**src/rtl/tcm_loader_pkg.sv**
```systemverilog
// Shared types and sizing helpers for the TCM loader slice.
package tcm_loader_pkg;

  typedef enum logic [2:0] {
    ST_IDLE,
    ST_FILL,
    ST_WRITE,
    ST_VRD,
    ST_DONE
  } state_e;

  localparam int unsigned DEF_DATA_WIDTH = 32;

  function automatic int unsigned bytes_of(input int unsigned dw);
    return dw / 8;
  endfunction

  // Lane index needs at least one bit even for single-byte words.
  function automatic int unsigned lane_w_of(input int unsigned dw);
    return (dw / 8 > 1) ? $clog2(dw / 8) : 1;
  endfunction

endpackage

```
**src/rtl/byte_packer.sv**
```systemverilog
// Packs bytes little-endian into a word, tracking lane index and byte enables.
module byte_packer
  import tcm_loader_pkg::*;
#(
  parameter int unsigned DATA_WIDTH = DEF_DATA_WIDTH
) (
  input  logic                    clk_i,
  input  logic                    rst_ni,
  input  logic                    clear_i,
  input  logic                    push_i,
  input  logic                    last_i,
  input  logic [7:0]              byte_i,
  output logic [DATA_WIDTH-1:0]   word_o,
  output logic [DATA_WIDTH/8-1:0] be_o,
  output logic                    flush_o
);

  localparam int unsigned BYTES  = bytes_of(DATA_WIDTH);
  localparam int unsigned LANE_W = lane_w_of(DATA_WIDTH);

  logic [LANE_W-1:0]     lane_q;
  logic [DATA_WIDTH-1:0] word_q;
  logic [BYTES-1:0]      be_q;
  logic                  word_full;

  assign word_full = (lane_q == LANE_W'(BYTES - 1));
  assign flush_o   = push_i && (word_full || last_i);

  // word_o/be_o already include the byte being pushed this cycle.
  always_comb begin
    word_o = word_q;
    be_o   = be_q;
    for (int unsigned i = 0; i < BYTES; i++) begin
      if (push_i && (lane_q == LANE_W'(i))) begin
        word_o[i*8 +: 8] = byte_i;
        be_o[i]          = 1'b1;
      end
    end
  end

  always_ff @(posedge clk_i or negedge rst_ni) begin
    if (!rst_ni) begin
      lane_q <= '0;
      word_q <= '0;
      be_q   <= '0;
    end else if (clear_i || flush_o) begin
      lane_q <= '0;
      word_q <= '0;
      be_q   <= '0;
    end else if (push_i) begin
      lane_q <= lane_q + 1'b1;
      word_q <= word_o;
      be_q   <= be_o;
    end
  end

endmodule

```
**src/rtl/tcm_loader.sv**
```systemverilog
// Streams bytes into a TCM SRAM port as packed words; optional readback
// checksum pass when TCM_LOADER_VERIFY_EN is defined.
module tcm_loader
  import tcm_loader_pkg::*;
#(
  parameter int unsigned DATA_WIDTH = DEF_DATA_WIDTH,
  parameter int unsigned N_ENTRIES  = 1024,
  localparam int unsigned AW = $clog2(N_ENTRIES),
  localparam int unsigned LW = $clog2(N_ENTRIES * DATA_WIDTH / 8) + 1
) (
  input  logic                    clk_i,
  input  logic                    rst_ni,
  input  logic                    start_i,
  input  logic [AW-1:0]           base_addr_i,
  input  logic [LW-1:0]           len_i,
  input  logic [7:0]              s_data_i,
  input  logic                    s_valid_i,
  output logic                    s_ready_o,
  output logic                    busy_o,
  output logic                    done_o,
  output logic [DATA_WIDTH-1:0]   checksum_o,
  output logic                    err_o,
  output logic                    en_o,
  output logic                    we_o,
  output logic [DATA_WIDTH/8-1:0] be_o,
  output logic [AW-1:0]           addr_o,
  output logic [DATA_WIDTH-1:0]   data_o,
  input  logic [DATA_WIDTH-1:0]   data_i,
  input  logic                    ready_i
);

  localparam int unsigned BYTES = bytes_of(DATA_WIDTH);

  state_e                state_q, state_d;
  logic [LW-1:0]         len_q, byte_cnt_q;
  logic [AW-1:0]         wr_addr_q, addr_d;
  logic                  en_d, we_d;
  logic [BYTES-1:0]      be_d, pk_be;
  logic [DATA_WIDTH-1:0] data_d, pk_word;
  logic                  start_acc, accept, last_byte, bytes_left, pk_flush;

  assign start_acc  = (state_q == ST_IDLE) && start_i;
  assign accept     = (state_q == ST_FILL) && s_valid_i && s_ready_o;
  assign last_byte  = (LW'(byte_cnt_q + 1'b1) == len_q);
  assign bytes_left = (byte_cnt_q != len_q);

  byte_packer #(.DATA_WIDTH(DATA_WIDTH)) u_packer (
    .clk_i   (clk_i),
    .rst_ni  (rst_ni),
    .clear_i (start_acc),
    .push_i  (accept),
    .last_i  (last_byte),
    .byte_i  (s_data_i),
    .word_o  (pk_word),
    .be_o    (pk_be),
    .flush_o (pk_flush)
  );

`ifdef TCM_LOADER_VERIFY_EN
  logic [AW-1:0]         base_q, rd_addr_q;
  logic [LW-1:0]         words, rd_issue_q, rsp_cnt_q;
  logic [DATA_WIDTH-1:0] rd_sum_q, rd_word_sum;
  logic                  issue_more, rsp_last;
  int unsigned           tail;

  assign words      = LW'((32'(len_q) + BYTES - 1) / BYTES);
  assign tail       = 32'(len_q) % BYTES;
  assign issue_more = (rd_issue_q != words);
  assign rsp_last   = (rsp_cnt_q == LW'(words - 1'b1));

  // Only the final word is trimmed to its filled lanes.
  always_comb begin
    rd_word_sum = '0;
    for (int unsigned i = 0; i < BYTES; i++) begin
      if (!rsp_last || tail == 0 || i < tail) begin
        rd_word_sum = rd_word_sum + DATA_WIDTH'(data_i[i*8 +: 8]);
      end
    end
  end

  always_ff @(posedge clk_i or negedge rst_ni) begin
    if (!rst_ni) begin
      base_q     <= '0;
      rd_addr_q  <= '0;
      rd_issue_q <= '0;
      rsp_cnt_q  <= '0;
      rd_sum_q   <= '0;
      err_o      <= 1'b0;
    end else if (start_acc) begin
      base_q     <= base_addr_i;
      rsp_cnt_q  <= '0;
      rd_sum_q   <= '0;
      err_o      <= 1'b0;
    end else begin
      // The first read is issued on the WRITE->VRD edge from base_q.
      if (state_q == ST_WRITE) begin
        rd_addr_q  <= base_q + 1'b1;
        rd_issue_q <= LW'(1);
      end else if (state_q == ST_VRD && issue_more) begin
        rd_addr_q  <= rd_addr_q + 1'b1;
        rd_issue_q <= rd_issue_q + 1'b1;
      end
      if (state_q == ST_VRD && ready_i) begin
        rsp_cnt_q <= rsp_cnt_q + 1'b1;
        rd_sum_q  <= rd_sum_q + rd_word_sum;
        if (rsp_last) err_o <= ((rd_sum_q + rd_word_sum) != checksum_o);
      end
    end
  end
`else
  // Read-data ports are idle without the verify pass.
  assign err_o = 1'b0 & (ready_i | (^data_i));
`endif

  always_comb begin
    state_d = state_q;
    en_d    = 1'b0;
    we_d    = 1'b0;
    be_d    = '0;
    data_d  = '0;
    addr_d  = addr_o;
    case (state_q)
      ST_IDLE: if (start_i) state_d = (len_i == '0) ? ST_DONE : ST_FILL;
      ST_FILL: begin
        if (pk_flush) begin
          state_d = ST_WRITE;
          en_d    = 1'b1;
          we_d    = 1'b1;
          be_d    = pk_be;
          data_d  = pk_word;
          addr_d  = wr_addr_q;
        end
      end
      ST_WRITE: begin
        if (bytes_left) begin
          state_d = ST_FILL;
        end else begin
`ifdef TCM_LOADER_VERIFY_EN
          state_d = ST_VRD;
          en_d    = 1'b1;
          addr_d  = base_q;
`else
          state_d = ST_DONE;
`endif
        end
      end
      ST_VRD: begin
`ifdef TCM_LOADER_VERIFY_EN
        if (issue_more) begin
          en_d   = 1'b1;
          addr_d = rd_addr_q;
        end
        if (ready_i && rsp_last) state_d = ST_DONE;
`else
        state_d = ST_IDLE;
`endif
      end
      ST_DONE: state_d = ST_IDLE;
      default: state_d = ST_IDLE;
    endcase
  end

  always_ff @(posedge clk_i or negedge rst_ni) begin
    if (!rst_ni) begin
      state_q    <= ST_IDLE;
      s_ready_o  <= 1'b0;
      busy_o     <= 1'b0;
      done_o     <= 1'b0;
      en_o       <= 1'b0;
      we_o       <= 1'b0;
      be_o       <= '0;
      addr_o     <= '0;
      data_o     <= '0;
      checksum_o <= '0;
      len_q      <= '0;
      byte_cnt_q <= '0;
      wr_addr_q  <= '0;
    end else begin
      state_q   <= state_d;
      s_ready_o <= (state_d == ST_FILL);
      busy_o    <= (state_d != ST_IDLE);
      done_o    <= (state_d == ST_DONE);
      en_o      <= en_d;
      we_o      <= we_d;
      be_o      <= be_d;
      addr_o    <= addr_d;
      data_o    <= data_d;
      if (start_acc) begin
        len_q      <= len_i;
        byte_cnt_q <= '0;
        checksum_o <= '0;
        wr_addr_q  <= base_addr_i;
      end else begin
        if (accept) begin
          byte_cnt_q <= byte_cnt_q + 1'b1;
          checksum_o <= checksum_o + DATA_WIDTH'(s_data_i);
        end
        if (state_q == ST_WRITE) wr_addr_q <= wr_addr_q + 1'b1;
      end
    end
  end

endmodule
```
**config.mk**
```make
export PLATFORM = sky130hd
export DESIGN_NAME = tcm_loader
export DESIGN_NICKNAME = d
export VERILOG_FILES = /design/src/rtl/tcm_loader_pkg.sv /design/src/rtl/byte_packer.sv /design/src/rtl/tcm_loader.sv
export SDC_FILE = /design/constraint.sdc
export NUM_CORES = 1
export LEC_CHECK = 0
export BUFFER_PORTS_ARGS = -buffer_cell sky130_fd_sc_hd__buf_2
export CORE_MARGIN = 4
export CORE_UTILIZATION = 50
export CTS_BUF_LIST = sky130_fd_sc_hd__clkbuf_2
export DETAILED_ROUTE_END_ITERATION = 7
export GPL_TIMING_DRIVEN = 0
export PLACE_DENSITY = 0.74
export SLEW_MARGIN = 20
export SYNTH_ARGS = -nofsm -noshare
export SYNTH_HDL_FRONTEND = slang
export SYNTH_SLANG_ARGS = --single-unit
```
**constraint.sdc**
```tcl
create_clock -name clk_i -period 2.7 [get_ports clk_i]
set_input_delay 0.675 -clock clk_i [delete_from_list [all_inputs] [get_ports clk_i]]
set_output_delay 0.675 -clock clk_i [all_outputs]
set_load 0.02 [all_outputs]
```
==> results of run 1 <==
-- metal layers --
| layer | part of all wire (%) | up-vias |
|---|---|---|
| met5 | 0 | - |
| met4 | 1.3 | 0 |
| met3 | 6.2 | 19 |
| met2 | 47 | 219 |
| met1 | 46 | 2999 |
| li1 | - | 2940 |
-- sequential cells by signal, summed over array words and instances (netlist names) --
signal and count:
checksum_o 32, data_o 32, u_packer.word_q 32, byte_cnt_q 13, len_q 13, addr_o 10, wr_addr_q 10, be_o 4
u_packer.be_q 4, state_q 3, u_packer.lane_q 2, busy_o 1, done_o 1, s_ready_o 1, we_o 1
-- metrics by stage --
step                      std cells  util [%]  hold slack [ns]
after floorplan                 752         -            0.379
after global placement         1053      56.9            0.470
after detailed placement       1054      57.1            0.472
after CTS                      1089      59.1           0.0625
after global routing           1093      59.8           0.0756
final                          1093      59.8            0.127
-- synth_stat cells (7+ instances only) --
library cell and number:
dfrtp_1 159, nand2_1 127, nand3_1 46, nor2_1 46
o21ai_0 45, a21oi_1 40, clkbuf_1 27, a32o_1 26
xor2_1 26, xnor2_1 24, ha_1 14, inv_1 13
o211ai_1 12, nand4_1 11, nor2b_1 11, nor3_1 11
buf_2 9, nor4_1 9, a31oi_1 7, mux2_4 7
-- area by class of cell --
cell class                 instances  area share [%]
clock buffer                      17           0.972
inverter                          13           0.557
clock inverter                    14            1.80
sequential                       159            45.4
antenna                            1          0.0286
multi-input combinational        536            38.3
buffer                            41            2.30
timing repair buffer             128            8.00
tap                              184            2.63
-- final timing paths --
path | to | slack, ns | startpoint | cells after the start
setup reg to reg | data_o[22] | 0.06 | state_q[1] | 10
setup / recovery | data_o[22] | 0.06 | state_q[1] | 10
min in group asynchronous | data_o[30] | 0.43 | rst_ni | 2
hold reg to reg | u_packer.be_q[3] | 0.51 | u_packer.be_q[3] | 2
hold / removal | wr_addr_q[5] | 0.13 | base_addr_i[5] | 3
max in group asynchronous | len_q[9] | 1.44 | rst_ni | 3
-- kinds of logic (layout without fill, tap and decap cells) --
family	count (synthesis)	count (layout)
and+or+nand+nor	302	302
DFF	159	159
AOI/OAI and AO/OA	156	156
buffers and inverters	57	213
xor gates and xnor gates	50	50
adders and majority gates	15	15
muxes	12	12
other	1	2
-- critical path, stage by stage (launching register included) --
cell and delay [ns]:
dfrtp_2 0.51, nor2_4 0.18, and4_1 0.21, clkbuf_4 0.22
nand3_1 0.14, a2111oi_4 0.34, and4_4 0.37, nor2_2 0.10
buf_6 0.17, buf_6 0.15, a21oi_1 0.19
-- power by group through the flow --
stage	Sequential [W]	Clock [W]	Combinational (W)
3_5_place_dp	0.00336	0	0.00284
5_1_grt	0.00339	0.00146	0.00328
3_3_place_gp	0.00335	0	0.00278
4_1_cts	0.00330	0.00136	0.00290
6_report	0.00332	0.00132	0.00298
2_1_floorplan	0.00348	0	0.00185
-- repair_timing --
| action | in CTS | in global routing |
|---|---|---|
| pin swaps | 2 | 4 |
| setup buffers | 3 | 6 |
| endpoints found under the setup margin | 52 | 78 |
| hold buffers | 1 | 0 |
| hold endpoints to repair | 69 | 0 |
| gates resized for setup | 4 | 13 |
==> summary.md, run 1 <==
| Metric | Value |
|---|---|
| Final max-slew violation count | 0 |
| Met3 global-route usage | 4.19% |
| Clock transition at path regs | 0.24 ns |
| Syn Nets | 835 |
| Crit path capture type | flip-flop |
| Drt drc | 0 |
| Boundary pin count | 152 |
| VDD IR max | 0.399 mV |
| Area leader, netlist | dfrtp_1 |
| Max Clk Rate | 379 MHz |
| Clock Power Share | 17.3% |
| Final wirelength | 17.9 mm |
| DIE WIDTH | 131 µm |
| Number of I/O port buffers | 117 |
| Fill cells | 1267 |
| Switch Pwr | 0.00314 W |
| Starting density of the core | 51.2% |
| Post-Synth Adder-Cell Area | 2.60% |
| Synth top area share | 53.0% |
| Finished Cell Area | 8760 µm² |
| Largest family of logic cells by synthesized area | simple AND/OR/NAND/NOR gates |
| Post-synth ARST share | 100% |
| Area contributors post-synth | dfrtp_1, nand2_1, a32o_1 |
| Final antenna-violating net count | 0 |
| P&R area growth vs syn | 16.7% |
| Internal | 0.00447 W |
| Detail Placement HPWL | 12.7 mm |
| Max-Cap Viols | 0 |
| Gr usage total | 21.6% |
| Leak | 4.11 nW |
| Post-Syn Instances | 752 |
| Max clock buf depth | 2 |
| Post-Synth XOR/XNOR Area | 5.84% |
| Routed len/inst | 16.4 µm |
| Core Footprint | 14600 µm² |
| Top Usage Layer GRT | met2 |
| Yosys warns | 0 |
| Yosys reg bits | 159 |
| Multi-input gate area in the final layout | 3350 µm² |
| Initial DRT Pass Iterations | 5 |
| Sink Count | 159 |
| Final nets | 979 |
| Mux cell area share after synthesis | 2.12% |
| CP max FO | 10 |
| Setup_tns | 0 ns |
| Arrival time worst endpoint | 3.31 ns |
| Ys flop type | dfrtp_1 |
| Number of vias in the routed layout | 6177 |
| Outcome | completed |
| Number of synthesized flops with an enable pin | 0 |
| Initial antenna violation count | 1 |
| Clock Latency Late Sink | 0.74 ns |
| Met1 GRT Util | 31.0% |
| Post-Syn Area | 7500 µm² |
| Setup-failing EPs final | 0 |
| Worst-Margin Slew | 0.732 ns |
| Synth Area per Inst | 9.98 µm² |
| Clock skew | 0.0437 ns |
| Synth cell types | 57 |
| Crit path launch type | flip-flop |
| FF+latch area | 3980 µm² |
| CTS tree | yes |
| PD cells | 870 nW/µm² |
| First-pass GRT wire length | 29.1 mm |
| Die area | 17000 µm² |
| PnR worst setup slack | 0.0593 ns |
| Seq/Total Area, Yosys | 53.0% |
| CTS Buf Count | 17 |
| H-Tree Depth | 4 |
| Area after DPL | 8360 µm² |
| Layout cells sized above 1 | 22.9% |
| Combinational share of power | 39.1% |
| Most frequent cells in the layout | dfrtp_1, nand2_1, buf_2 |
| Hold/Removal Path Class | in -> reg |
| Grt ovf | 0 |
| Largest net degree at the start of global routing | 91 |
| Switching share of total power | 41.2% |
| Post-synthesis compound-gate area fraction | 14.0% |
| Worst slew margin | 50.9% |
| Via/cell ratio | 5.65 |
| CTS root buf | clkbuf_2 |
| Setup WS pre-CTS | -0.532 ns |
| Met2 Use GR | 33.5% |
| Final hold violations | 0 |
| CP required | 3.36 ns |
| Power after layout | 0.00762 W |
| Simple-gate share of the synthesized area | 19.0% |
| Core Rows | 44 |
| Die height | 131 µm |
| Tmin final | 2.64 ns |
| CP Class | reg -> reg |
| DR iter-0 viols | 611 |
| Sequential power share | 43.5% |
| Fin crit share | 97.8% |
| Most common cell after layout, fill and taps aside | dfrtp_1 |
| Vias in the first global route | 5734 |
| Routability cong. | 0.847 |
Power figures use the tool's default switching activity.
==> inputs of run 2 (changes only) <==
Settings changed: GPL_TIMING_DRIVEN 0 to not set.
==> run 2 against run 1 <==
Compared with the run above:
- critical path type unchanged
- routed wire length decreased by 3.7%
- setup slack lost 0.020 ns
- total power fell by 0.29%
- cell count decreased by 1.0%
- worst hold slack improved by 0.018 ns
- fmax down 0.76%
- core utilization is 0.20 points higher
- combinational power about the same
- final area grew 0.33%
- flip-flop and latch count stayed put
==> summary.md, run 2 (same netlist as run 1, synthesis figures left out) <==
| Metric | Value |
|---|---|
| Vias in the first global route | 5632 (-1.8%) |
| Finished Cell Area | 8790 µm² (+0.33%) |
| Critical path, cell by cell | ha_1 -> nand3_2 -> or3_1 -> a2111oi_4 -> and4_4 -> nor2_4 -> buf_12 -> buf_4 -> a32o_1 |
| Drt drc | 0 (unchanged) |
| Crit path capture type | flip-flop |
| Delay-heaviest family, CP | simple AND/OR/NAND/NOR gates |
| Worst-Margin Slew | 0.776 ns (+0.0437 ns) |
| Initial DRT Pass Iterations | 5 (unchanged) |
| Gr usage total | 21.1% (-0.50 points) |
| DIE WIDTH | 131 µm (unchanged) |
| Sink Count | 159 (unchanged) |
| Tmin final | 2.66 ns (+0.0202 ns) |
| Routability cong. | 0.879 (+3.8%) |
| Detail Placement HPWL | 12.2 mm (-4.1%) |
| Starting density of the core | 51.2% (unchanged) |
| Setup WS pre-CTS | -0.0652 ns (+0.467 ns) |
| Initial antenna violation count | 1 (unchanged) |
| Final hold violations | 0 (unchanged) |
| Worst slew margin | 48.3% (-2.6 points) |
| Power after layout | 0.00759 W (-0.29%) |
| P&R area growth vs syn | 17.1% |
| Fin crit share | 98.6% (+0.75 points) |
| CTS root buf | clkbuf_2 |
| Fin cells | 1082 (-1.0%) |
| Crit-path slowest cell | or3_1 |
| Crit path launch type | flip-flop |
| Final max-slew violation count | 0 (unchanged) |
| DR iter-0 viols | 493 (-19%) |
| Die area | 17000 µm² (unchanged) |
| Area after DPL | 8490 µm² (+1.5%) |
| Clock transition at path regs | 0.22 ns (-0.02 ns) |
| Most frequent cells in the layout | dfrtp_1, nand2_1, buf_2 |
| CP max FO | 12 (+2) |
| Max clock buf depth | 2 (unchanged) |
| Number of I/O port buffers | 117 (unchanged) |
| H-Tree Depth | 4 (unchanged) |
| PD cells | 864 nW/µm² (-0.61%) |
| Core Footprint | 14600 µm² (unchanged) |
| Clock Latency Late Sink | 0.72 ns (-0.02 ns) |
| CP required | 3.32 ns (-0.04 ns) |
| Final wirelength | 17.3 mm (-3.7%) |
| Max Clk Rate | 376 MHz (-0.76%) |
| Clock skew | 0.0341 ns (-0.00965 ns) |
| VDD IR max | 0.499 mV (+25%) |
| Setup_tns | 0 ns (unchanged) |
| Max-Cap Viols | 0 (unchanged) |
| Layout cells sized above 1 | 23.7% (+0.84 points) |
| Die height | 131 µm (unchanged) |
| Largest net degree at the start of global routing | 67 (-26%) |
| Outcome | completed |
| Grt ovf | 0 (unchanged) |
| Core Rows | 44 (unchanged) |
| Final antenna-violating net count | 0 (unchanged) |
| Via/cell ratio | 5.62 (-0.55%) |
| Largest regs | checksum_o (32), data_o (32), u_packer.word_q (32) |
| Hold/Removal Path Class | in -> reg |
| CTS Buf Count | 17 (unchanged) |
| CTS tree | yes |
| Final nets | 969 (-1.0%) |
| First-pass GRT wire length | 28.5 mm (-2.2%) |
| CP Class | reg -> reg |
| Crit-path max cell delay | 0.44 ns (-0.07 ns) |
| Routed len/inst | 15.9 µm (-2.8%) |
| Arrival time worst endpoint | 3.28 ns (-0.03 ns) |
| Setup-failing EPs final | 0 (unchanged) |
| RSZ-0062 raised after global routing | yes |
| Placed insts | 1048 (-0.57%) |
| Leak | 4.18 nW (+1.7%) |
| Number of vias in the routed layout | 6081 (-1.6%) |
| Buffers & Inverters on Critical Path | 2 (-1) |
| PnR worst setup slack | 0.0391 ns (-0.0202 ns) |
| Boundary pin count | 152 (unchanged) |
| Most common cell after layout, fill and taps aside | dfrtp_1 |
## run 2: cell count changes in the layout (fill, tap and decap cells not counted), sizes merged
cell | previous run | this run
clkinvlp | 5 | 1
bufinv | 2 | 3
inv | 17 | 13
clkinv | 3 | 7
buf | 141 | 158
clkbuf | 44 | 19
## run 2: path summary, 6_finish.rpt
| kind | depth (start not counted) | end | slack [ns] | from |
|---|---|---|---|---|
| worst max-delay path | 9 | s_ready_o | 0.04 | byte_cnt_q[0] |
| worst min-delay path | 3 | wr_addr_q[9] | 0.14 | base_addr_i[9] |
| worst max register to register | 9 | s_ready_o | 0.04 | byte_cnt_q[0] |
| worst min register to register | 1 | busy_o | 0.51 | state_q[2] |
| max in group asynchronous | 3 | len_q[0] | 1.56 | rst_ni |
| min in group asynchronous | 2 | be_o[3] | 0.42 | rst_ni |
## run 2: worst register-to-register path, stage by stage, from the launching register on
cell	delay, ns
dfrtp_1	0.40
ha_1	0.20
nand3_2	0.17
or3_1	0.44
a2111oi_4	0.39
and4_4	0.36
nor2_4	0.07
buf_12	0.15
buf_4	0.15
a32o_1	0.25
## run 2: metrics by stage
step           hold slack [ns]  utilization (%)
3_3_place_gp             0.470             57.9
6_report                 0.144             60.0
5_1_grt                 0.0715             60.0
4_1_cts                 0.0771             59.6
3_5_place_dp             0.481             57.9
2_1_floorplan            0.379                -
## run 2: what timing repair did
action | CTS | global route
endpoints found under the setup margin | 0 | 22
hold buffers | 1 | 0
setup buffers | 0 | 2
endpoints found under the hold margin | 42 | 0
resized for setup | 0 | 2
## run 2: final cells by class
class / instances / area (µm²)
fill: 1285 / 5860
antenna: 1 / 2.50
timing repair buffer: 159 / 985
sequential: 159 / 3980
clock inverter: 11 / 144
clock buffer: 19 / 95.1
multi-input combinational: 536 / 3300
inverter: 13 / 48.8
tap: 184 / 230
## run 2: power breakdown
group | internal [W] | leakage [nW] | switching (W)
sequential | 0.00291 | 2.12 | 0.000436
combinational | 0.00119 | 1.91 | 0.00176
clock | 0.000512 | 0.149 | 0.000790
total | 0.00461 | 4.18 | 0.00298
## run 2: routing by layer
layer  share of wire, %  GRT usage, %
met5                  0             0
met4                1.2          5.38
met3                5.9          4.63
met2                 47          33.4
met1                 46          29.7
==> inputs of run 3 (changes only) <==
Settings changed: PLACE_DENSITY 0.74 to 0.73, RECOVER_POWER set to 25, SYNTH_HIERARCHICAL set to 1.
==> run 3 against run 2 <==
Compared with the run above:
- the run now ends with max-capacitance violations, max-slew violations left
- clock skew shrank 0.0036 ns
- global-route usage rose by 0.42 points
- flip-flop and latch count stayed put
- critical endpoint is now u_packer/lane_q[0]
- register-to-register slack better by 0.05 ns
- critical path type unchanged
- total power rose by 6.0%
- largest power group is now combinational logic
- worst hold slack got worse by 0.014 ns
- first-iteration DRC count fell by 16%
- clock power barely moved
- fmax up 1.9%
- final area rose by 9.6%
- combinational power up 17%
- highest routed layer unchanged
==> summary.md, run 3 <==
| Metric | Value |
|---|---|
| Arrival time worst endpoint | 3.28 ns (about the same) |
| Clock Latency Late Sink | 0.73 ns (about the same) |
| Most common cell after layout, fill and taps aside | dfrtp_1 |
| Power after layout | 0.00805 W (+6.0%) |
| Layout cells sized above 1 | 34.2% (+10 points) |
| Synth cell types | 65 (+14%) |
| Buffers & Inverters on Critical Path | 4 (+2) |
| Min-Delay Startpoint | base_addr_i[4] |
| Drt drc | 0 (unchanged) |
| Most frequent cells in the layout | dfrtp_1, buf_2, nand2_1 |
| Internal | 0.00480 W (+4.2%) |
| Initial DRT Pass Iterations | 5 (unchanged) |
| Worst slew margin | -7.89% (-56 points) |
| Fin cells | 1143 (+5.6%) |
| Top-count cell post-synth | dfrtp_1 |
| DIE WIDTH | 134 µm (+3.0%) |
| Largest regs | checksum_o (32), data_o (32), u_packer/word_q (32) |
| Crit path capture type | flip-flop |
| Clock Power Share | 15.7% (-1.4 points) |
| Max Clk Rate | 383 MHz (+1.9%) |
| DR iter-0 viols | 412 (-16%) |
| Grt ovf | 0 (unchanged) |
| Area contributors post-synth | dfrtp_1, mux2_2, nand2_1 |
| Ys flop type | dfrtp_1 |
| Final hold violations | 0 (unchanged) |
| Post-Syn Area | 7990 µm² (+6.5%) |
| Routability cong. | 0.819 (-6.8%) |
| Placed insts | 1100 (+5.0%) |
| Vias in the first global route | 6067 (+7.7%) |
| CP required | 3.37 ns (+0.05 ns) |
| Combinational share of power | 42.8% (+4.0 points) |
| Yosys reg bits | 159 (unchanged) |
| Switching share of total power | 40.3% (+1.0 points) |
| Setup-failing EPs final | 0 (unchanged) |
| Met1 GRT Util | 28.9% (-0.83 points) |
| Tmin final | 2.61 ns (-0.0487 ns) |
| CP max FO | 5 (-7) |
| Outcome | finished, violations left |
| Met3 global-route usage | 6.15% (+1.5 points) |
| Sink Count | 159 (unchanged) |
| Clock transition at path regs | 0.24 ns (+0.02 ns) |
| Crit-path most repeated cell | buf_6 |
| Met2 Use GR | 34.4% (+1.0 points) |
| Worst Setup SP | byte_cnt_q[0] |
| Critical path, cell by cell | buf_6 -> nand3_4 -> buf_6 -> o211ai_1 -> o31ai_1 -> a32oi_1 -> nor2_1 -> o221a_2 -> buf_6 -> buf_4 -> or4b_4 -> a21oi_2 |
| PD cells | 835 nW/µm² (-3.3%) |
| Crit path launch type | flip-flop |
| Boundary pin count | 152 (unchanged) |
| Delay-heaviest family, CP | compound AO/OA/AOI/OAI gates |
| Via/cell ratio | 5.48 (-2.5%) |
| Synth top area share | 49.8% (-3.3 points) |
| Seq/Total Area, Yosys | 49.8% (-3.3 points) |
| Final max-slew violation count | 67 (+67) |
| Switch Pwr | 0.00325 W (+8.7%) |
| CTS root buf | clkbuf_2 |
| Hold/Removal Path Class | in -> reg |
| Clock skew | 0.0305 ns (-0.00358 ns) |
| First-pass GRT wire length | 30.9 mm (+8.4%) |
| Initial antenna violation count | 0 (-1) |
| Origin of the critical flop-to-flop path | byte_cnt_q[0] |
| Final nets | 1002 (+3.4%) |
| VDD IR max | 0.456 mV (-8.6%) |
| Leak | 4.89 nW (+17%) |
| P&R area growth vs syn | 20.5% |
| Starting density of the core | 51.8% (+0.58 points) |
| Worst-Margin Slew | 1.62 ns (+0.842 ns) |
| Fin crit share | 96.7% (-1.8 points) |
| Core Footprint | 15400 µm² (+5.3%) |
| Max clock buf depth | 2 (unchanged) |
| RSZ-0062 raised after global routing | yes |
| Crit-path max cell delay | 0.51 ns (+0.07 ns) |
| Gr usage total | 21.5% (+0.42 points) |
| CP Class | reg -> reg |
| Core Rows | 45 (+2.3%) |
| Detail Placement HPWL | 13.1 mm (+7.0%) |
| Post-Syn Instances | 756 (+0.53%) |
| Number of vias in the routed layout | 6263 (+3.0%) |
| Die height | 134 µm (+3.0%) |
| Commonest cells post-synth | dfrtp_1, nand2_1, and3_1, mux2_2, nor2_1 |
| Syn Nets | 839 (+0.48%) |
| Final antenna-violating net count | 0 (unchanged) |
| Yosys warns | 6 (+6) |
| Top Usage Layer GRT | met2 |
| Crit-path slowest cell | or4b_4 |
| CTS Buf Count | 17 (unchanged) |
| Post-synth ARST share | 100% (unchanged) |
| Number of synthesized flops with an enable pin | 0 (unchanged) |
| Max-Cap Viols | 1 (+1) |
| Number of I/O port buffers | 117 (unchanged) |
| Sequential power share | 41.5% (-2.5 points) |
| H-Tree Depth | 4 (unchanged) |
| Antenna diodes | 0 (-1) |
| Area leader, netlist | dfrtp_1 |
| Synth Area per Inst | 10.6 µm² (+6.0%) |
| Die area | 18100 µm² (+6.1%) |
| Routed len/inst | 16.6 µm (+4.3%) |
| Largest net degree at the start of global routing | 67 (unchanged) |
| Violated checks | max-capacitance violations, max-slew violations |
| Final wirelength | 19.0 mm (+10%) |
| CTS tree | yes |
==> run 3: worst paths after layout <==
check	endpoint	cells after the start	slack [ns]
setup / recovery	u_packer/lane_q[0]	12	0.09
hold / removal	wr_addr_q[4]	3	0.13
setup reg to reg	u_packer/lane_q[0]	12	0.09
hold reg to reg	len_q[12]	2	0.53
max in group asynchronous	u_packer/word_q[17]	3	0.41
min in group asynchronous	we_o	2	0.86
==> run 3: power by group through the flow <==
stage / registers [W] / clock network (W) / logic [W]
2_1_floorplan: 0.00344 / 0 / 0.00218
3_3_place_gp: 0.00334 / 0 / 0.00324
3_5_place_dp: 0.00335 / 0 / 0.00331
4_1_cts: 0.00333 / 0.00131 / 0.00340
5_1_grt: 0.00341 / 0.00144 / 0.00380
6_report: 0.00334 / 0.00127 / 0.00344
==> run 3: cells by family (layout without fill, tap and decap cells) <==
group | Yosys count | after routing | share of synthesized area [%]
AND/OR/NAND/NOR | 287 | 288 | 19.3
flip-flops | 159 | 159 | 49.8
AO/OA/AOI/OAI | 134 | 134 | 13.0
buffers and inverters | 67 | 242 | 3.91
XOR/XNOR | 49 | 49 | 5.37
multiplexers | 44 | 44 | 6.17
adder cells (fa/ha/maj) | 15 | 15 | 2.44
other | 1 | 1 | 0.0469
==> run 3: tightest hold or removal path, delay by kind of cell <==
kind | cells | cell delay, ns
buffers and inverters | 1 | 0.08
AO/OA/AOI/OAI | 1 | 0.06
AND/OR/NAND/NOR | 1 | 0.03
==> run 3: cell type report <==
cell class,count,area [µm²]
sequential,159,3980
timing repair buffer,192,1210
multi-input combinational,531,3880
tap,211,264
inverter,18,67.6
clock inverter,13,131
fill,1309,5800
clock buffer,19,95.1
==> run 3: timing repair <==
action | 4_1_cts | 5_1_grt
cloned | 1 | 0
endpoints found under the hold margin | 61 | 0
resized for setup | 12 | 13
pin swaps | 5 | 2
hold buffers | 1 | 0
setup endpoints to repair | 72 | 87
buffers inserted | 6 | 3
==> run 3: stage by stage <==
stage	util [%]	hold slack (ns)	worst slack [ns]	instance area [µm²]	setup TNS [ns]
6_report	62.4	0.130	0.0878	9630	0
5_1_grt	62.4	0.00573	-0.0719	9630	-0.615
4_1_cts	62.0	0.0427	0.0340	9560	0
3_5_place_dp	59.7	0.486	-0.200	9210	-2.42
3_3_place_gp	59.6	0.482	-0.341	9200	-9.34
2_1_floorplan	-	0.379	-0.110	8100	-1.02
==> run 3: routing by layer <==
layer	vias to the layer above	routed length (µm)
met5	-	0
met4	0	212
met3	21	1080
met2	168	9270
met1	3057	8450
li1	3017	-
